### src/rtl/toggle_sync_scheduler_if.sv
// Request/grant bundle between the event requesters and the scheduler.
// The master side drives request strobes, acks and the overflow clear.
// The slave side (the scheduler) returns the synchronizer pulse, the ID sideband and status.
interface toggle_sync_scheduler_if #(
  parameter int N_REQ = 4
);
  localparam int ID_W = $clog2(N_REQ);

  logic [N_REQ-1:0] req_pulse;
  logic             ack_in;
  logic             ovf_clr;
  logic             sync_pulse;
  logic [ID_W-1:0]  sync_id;
  logic [N_REQ-1:0] pending;
  logic [N_REQ-1:0] overflow;
  logic             busy;

  modport master (
    output req_pulse, ack_in, ovf_clr,
    input  sync_pulse, sync_id, pending, overflow, busy
  );

  modport slave (
    input  req_pulse, ack_in, ovf_clr,
    output sync_pulse, sync_id, pending, overflow, busy
  );
endinterface

### src/rtl/toggle_sync_scheduler.sv
// Shares one toggle synchronizer channel between N_REQ event sources.
// Incoming strobes are latched as pending flags. The flags are granted round-robin,
// and each grant becomes a single-cycle pulse plus a held requester ID.
// Successive grants are spaced so the destination domain resolves every toggle.
module toggle_sync_scheduler #(
  parameter int N_REQ      = 4,
  parameter int GAP_CYCLES = 6,
  parameter int ACK_MODE   = 0
) (
  input  logic                   clk,
  input  logic                   rst,
  toggle_sync_scheduler_if.slave sched
);
  localparam int ID_W  = $clog2(N_REQ);
  localparam int CNT_W = (GAP_CYCLES > 1) ? $clog2(GAP_CYCLES) : 1;

  if (N_REQ < 2 || N_REQ > 16) begin : g_bad_nreq
    $error("toggle_sync_scheduler: N_REQ must be in 2..16");
  end
  if (GAP_CYCLES < 1) begin : g_bad_gap
    $error("toggle_sync_scheduler: GAP_CYCLES must be >= 1");
  end

  typedef enum logic [1:0] {
    IDLE,
    ISSUE,
    GAP,
    WAIT_ACK
  } state_e;

  state_e           state_q, state_d;
  logic [CNT_W-1:0] cnt_q, cnt_d;
  logic [ID_W-1:0]  id_q, id_d;
  logic [ID_W-1:0]  last_q, last_d;
  logic [N_REQ-1:0] pend_q, pend_d;
  logic [N_REQ-1:0] ovf_q, ovf_d;
  logic             pulse_q, pulse_d;
  logic             ack_seen_q, ack_seen_d;

  logic [ID_W-1:0]  winner;
  logic [N_REQ-1:0] grant_vec;
  logic [N_REQ-1:0] ovf_set;

  // Round-robin pick: first pending flag after the last grant, wrapping at N_REQ.
  // NOTE: every combinational output gets a default before any branch, so no path leaves it unassigned and no latch is inferred.
  always_comb begin
    winner = '0;
    for (int k = N_REQ; k >= 1; k--) begin
      if (pend_q[(int'(last_q) + k) % N_REQ]) begin
        winner = ID_W'((int'(last_q) + k) % N_REQ);
      end
    end
  end

  // Next-state logic: issue, gap countdown and optional ack wait.
  // Also computes the pending and overflow bookkeeping.
  always_comb begin
    state_d    = state_q;
    cnt_d      = cnt_q;
    id_d       = id_q;
    last_d     = last_q;
    pulse_d    = 1'b0;
    ack_seen_d = ack_seen_q;
    grant_vec  = '0;

    unique case (state_q)
      IDLE: begin
        if (|pend_q) begin
          state_d           = ISSUE;
          id_d              = winner;
          last_d            = winner;
          grant_vec[winner] = 1'b1;
          pulse_d           = 1'b1;
        end
      end
      ISSUE: begin
        cnt_d   = CNT_W'(GAP_CYCLES - 1);
        state_d = GAP;
        if (ACK_MODE != 0 && sched.ack_in) ack_seen_d = 1'b1;
      end
      GAP: begin
        if (ACK_MODE != 0 && sched.ack_in) ack_seen_d = 1'b1;
        if (cnt_q == '0) begin
          state_d = (ACK_MODE != 0) ? WAIT_ACK : IDLE;
        end else begin
          cnt_d = cnt_q - 1'b1;
        end
      end
      WAIT_ACK: begin
        if (sched.ack_in || ack_seen_q) begin
          state_d    = IDLE;
          ack_seen_d = 1'b0;
        end
      end
      default: state_d = IDLE;
    endcase

    // A strobe onto a flag that is not being granted this edge is lost.
    // A strobe onto a flag that is being granted re-queues the event.
    ovf_set = sched.req_pulse & pend_q & ~grant_vec;
    pend_d  = (pend_q & ~grant_vec) | sched.req_pulse;
    ovf_d   = (ovf_q & ~{N_REQ{sched.ovf_clr}}) | ovf_set;
  end

  // State register with synchronous reset; requester 0 wins the first grant.
  // NOTE: sequential state uses non-blocking assignments so every register samples pre-edge values.
  always_ff @(posedge clk) begin
    if (rst) begin
      state_q    <= IDLE;
      cnt_q      <= '0;
      id_q       <= '0;
      last_q     <= ID_W'(N_REQ - 1);
      pend_q     <= '0;
      ovf_q      <= '0;
      pulse_q    <= 1'b0;
      ack_seen_q <= 1'b0;
    end else begin
      state_q    <= state_d;
      cnt_q      <= cnt_d;
      id_q       <= id_d;
      last_q     <= last_d;
      pend_q     <= pend_d;
      ovf_q      <= ovf_d;
      pulse_q    <= pulse_d;
      ack_seen_q <= ack_seen_d;
    end
  end

  assign sched.sync_pulse = pulse_q;
  assign sched.sync_id    = id_q;
  assign sched.pending    = pend_q;
  assign sched.overflow   = ovf_q;
  assign sched.busy       = (state_q != IDLE);
endmodule

### src/flat_wrapper.sv
// flat-port wrapper written by rule: the top's interface ports become plain ports
module toggle_sync_scheduler_flat 
#(
  parameter int N_REQ      = 4,
  parameter int GAP_CYCLES = 6,
  parameter int ACK_MODE   = 0
)
  (clk, rst, sched_req_pulse, sched_ack_in, sched_ovf_clr, sched_sync_pulse, sched_sync_id, sched_pending, sched_overflow, sched_busy);
  toggle_sync_scheduler_if #(.N_REQ(N_REQ)) sched_i ();
  input  logic clk;
  input  logic rst;
  input wire logic [$bits(sched_i.req_pulse)-1:0] sched_req_pulse;
  input wire logic [$bits(sched_i.ack_in)-1:0] sched_ack_in;
  input wire logic [$bits(sched_i.ovf_clr)-1:0] sched_ovf_clr;
  output wire logic [$bits(sched_i.sync_pulse)-1:0] sched_sync_pulse;
  output wire logic [$bits(sched_i.sync_id)-1:0] sched_sync_id;
  output wire logic [$bits(sched_i.pending)-1:0] sched_pending;
  output wire logic [$bits(sched_i.overflow)-1:0] sched_overflow;
  output wire logic [$bits(sched_i.busy)-1:0] sched_busy;
  assign sched_i.req_pulse = sched_req_pulse;
  assign sched_i.ack_in = sched_ack_in;
  assign sched_i.ovf_clr = sched_ovf_clr;
  assign sched_sync_pulse = sched_i.sync_pulse;
  assign sched_sync_id = sched_i.sync_id;
  assign sched_pending = sched_i.pending;
  assign sched_overflow = sched_i.overflow;
  assign sched_busy = sched_i.busy;
  toggle_sync_scheduler #(.N_REQ(N_REQ), .GAP_CYCLES(GAP_CYCLES), .ACK_MODE(ACK_MODE)) u_core (.clk(clk), .rst(rst), .sched(sched_i));
endmodule
### config.mk
export PLATFORM = sky130hd
export DESIGN_NAME = toggle_sync_scheduler_flat
export DESIGN_NICKNAME = d
export VERILOG_FILES = /design/src/rtl/toggle_sync_scheduler_if.sv /design/src/rtl/toggle_sync_scheduler.sv /design/src/flat_wrapper.sv
export SDC_FILE = /design/constraint.sdc
export NUM_CORES = 1
export LEC_CHECK = 0
export CAP_MARGIN = 0
export CORE_ASPECT_RATIO = 0.8
export CORE_UTILIZATION = 42
export DETAILED_ROUTE_END_ITERATION = 16
export GPL_ROUTABILITY_DRIVEN = 1
export PLACE_DENSITY = 0.73
export SLEW_MARGIN = 20
export SYNTH_ARGS = -nofsm -noshare
export SYNTH_HDL_FRONTEND = slang
export SYNTH_SLANG_ARGS = --single-unit
export TNS_END_PERCENT = 10
### constraint.sdc
create_clock -name clk -period 1.59 [get_ports clk]
set_input_delay 0.2385 -clock clk [delete_from_list [all_inputs] [get_ports clk]]
set_output_delay 0.2385 -clock clk [all_outputs]
set_load 0.03 [all_outputs]
==> impl_metrics.toml <==
[critical_path]
path_cells = "nor2_4 > inv_4 > or4_4 > nand2b_4 > a32o_1"
path_class = "reg2reg"
slowest_delay_ns = 0.54
cp-start-kind = "flip-flop"
critPathCaptureType = "flip-flop"
cp_slowest_cell = "or4_4"
cp.arrival_ns = 1.75
cp.required_ns = 1.80
cp_max_fo = 3

[sta]
post-route-period-util_pct = 96.8
rsz0062_at_grt = "yes"
skew_ns = 0.00697
slew_headroom_pct = 78.3
min_period_ns = 1.54
hold_viol_final = 0
maxSlewViolCount = 0
max_freq_mhz = 650
worst_slew_pin_slew_ns = 0.324
setup_viol = 0

[clock_network]
ctsLongestPathBuffers = 2
cts_root_buf = "clkbuf_4"
numCtsBuffers = 3
cts_sinks = 18
path_clk_slew_ns = 0.11
clk_latency_ns = 0.31
cts_tree = "built"
htreeDepth = 1

[yosys]
synth.cell_area_sq_um = 830
ys_warn_count = 0
yosysSeqAreaShare_pct = 43.4
yosysTopAreaCell = "dfxtp_1"
yosysUniqueCellTypes = 33
ys_seq_elements = 18
synth_nets = 105
yosysTopAreaCellShare_pct = 43.4
synthTopCellsByArea = "dfxtp_1, nand2_1, a21oi_1, nor2_1, ha_1"
synth.avg_cell_area_sq_um = 8.73
synth_cells = 95

[routing]
routed.top_layer = "met4"
dr_total_vias = 773
vias_per_cell = 5.26
drt-total-wl_mm = 1.98
drt_pass1_iterations = 4
wl_met2_um = 866
wl_met3_um = 118
drc = 0
wl_per_cell_um = 13.5
drt_iter0_markers = 24
ant_nets = 0
wl_met1_um = 965

[global_routing]
grt_pass1_wl_mm = 3.35
grt_start_max_net_pins = 11
grt_pass1_vias = 738
grtUsageTotal_pct = 21.0
antenna_found_initial = 0
globalRoute.totalOverflow = 0

[pwr]
p_leak_nw = 0.586
peakVddDrop_mv = 0.741
pwr_density_cell_nw_per_um2 = 1230

[placement]
hpwl_mm = 1.45
dpl_cell_area_sq_um = 1120
portBuffers = 19
routabilityCongestion = 0.950

[floorplanning]
die_area_sq_um = 2160
rows = 13
die_w_um = 51.7
start_util_pct = 47.7
die_h_um = 41.8
core_area_sq_um = 1740
ios = 20

[final_layout]
fin_area_sq_um = 1190
layout-drive-gt1-share_pct = 26.4
fillers = 148
multi_input_area_sq_um = 450
register_area_sq_um = 370
finalNetCount = 136
utilization_pct = 68.7
n_antenna_cell = 0
area_delta_synth_final_pct = 44.0

[outcome]
outcome = "finished clean"

[flow_run]
drv_cap = 0

[worst_hold_path]
min_path_type = "reg2reg"
metal layers:
layer  GRT usage [%]  vias up
li1                -      393
met3            7.69        4
met5               0        -
met4            4.86        0
met2            32.2       24
met1            27.8      352
cell usage after synthesis, drive strengths merged:
cell type,count
a211oi,1
a21oi,7
a221oi,1
a22o,2
a22oi,2
a311oi,1
a31o,1
a32o,1
buf,3
clkbuf,1
dfxtp,18
ha,2
inv,7
mux2i,2
nand2,14
nand2b,3
nand3b,2
nor2,9
nor2b,4
nor3,1
o21ai,5
o221ai,1
o22ai,1
o31ai,3
or3,1
or4,1
or4b,1
metrics by stage:
step                setup TNS (ns)  setup WS (ns)  hold WS [ns]  instances  power, mW
floorplan                  -0.0547        -0.0547         0.317         95      0.956
global placement                 0         0.0157         0.435        143       1.15
detailed placement         -0.0120        -0.0120         0.450        143       1.17
CTS                        -0.0103        -0.0103         0.474        147       1.45
global route               -0.0500        -0.0323         0.486        147       1.57
finish                           0         0.0515         0.466        147       1.47
cells in the final DEF, fill, tap and decap left out, types with 2 or more instances in the layout:
cell type        instances
nand2_1                 14
dfxtp_1                 12
buf_4                   11
clkdlybuf4s50_1          8
nor2_1                   7
inv_1                    6
a21oi_1                  6
dlymetal6s2s_1           6
dlygate4sd2_1            5
dfxtp_2                  5
nor2b_1                  3
o31ai_1                  3
o21ai_0                  3
clkbuf_4                 3
nand2b_1                 2
a22oi_1                  2
nor2_4                   2
nand3b_1                 2
a22o_1                   2
ha_1                     2
worst max-delay path, delay by kind of cell, from the launching register on:
family	cells	cell delay [ns]
simple gates	3	0.83
compound gates	1	0.22
buf+inv	1	0.04
flops	1	0.35
state kept, by name, indices dropped and copies added, names as in the netlist:
name and count:
u_core.last_q 2, u_core.sched.sync_pulse 1, u_core.sched.pending 4, u_core.sched.sync_id 2
u_core.state_q 2, u_core.sched.overflow 4, u_core.cnt_q 3
power by group:
| group | switching (mW) | total (mW) | internal [mW] |
|---|---|---|---|
| registers | 0.0614 | 0.586 | 0.525 |
| clock network | 0.153 | 0.293 | 0.140 |
| logic | 0.325 | 0.596 | 0.271 |
| total | 0.539 | 1.47 | 0.936 |
logic make-up (layout without fill, tap and decap cells):
| kind of cell | Yosys count | count (layout) | share of synthesized area (%) |
|---|---|---|---|
| simple gates | 36 | 36 | 23.2 |
| buf+inv | 11 | 41 | 5.73 |
| mux | 2 | 2 | 2.41 |
| compound gates | 26 | 26 | 22.2 |
| flops | 18 | 18 | 43.4 |
| fa+ha+maj | 2 | 2 | 3.02 |
what timing repair did:
item / in CTS / in global routing
endpoints found under the hold margin: 0 / 0
gates resized for setup: 6 / 13
hold buffers: 0 / 0
setup endpoints to repair: 6 / 15
pin swaps: 0 / 3
buffers inserted: 0 / 0
area by class of cell:
class,instances,area share [%]
multi-input cells,66,37.7
flip-flops and latches,18,31.0
repair buffers,30,23.6
clock buffers,4,3.04
inverters,7,2.41
well taps,22,2.30
path summary, 6_finish.rpt:
path              depth (start not counted)  slack (ns)                      from                       end
setup reg to reg                          5        0.05         u_core.state_q[1]  u_core.sched.overflow[3]
hold / removal                            2        0.47  u_core.sched.overflow[0]  u_core.sched.overflow[0]
setup / recovery                          5        0.05         u_core.state_q[1]  u_core.sched.overflow[3]
hold reg to reg                           2        0.47  u_core.sched.overflow[0]  u_core.sched.overflow[0]
No activity file was read; power rests on OpenSTA's default activity.
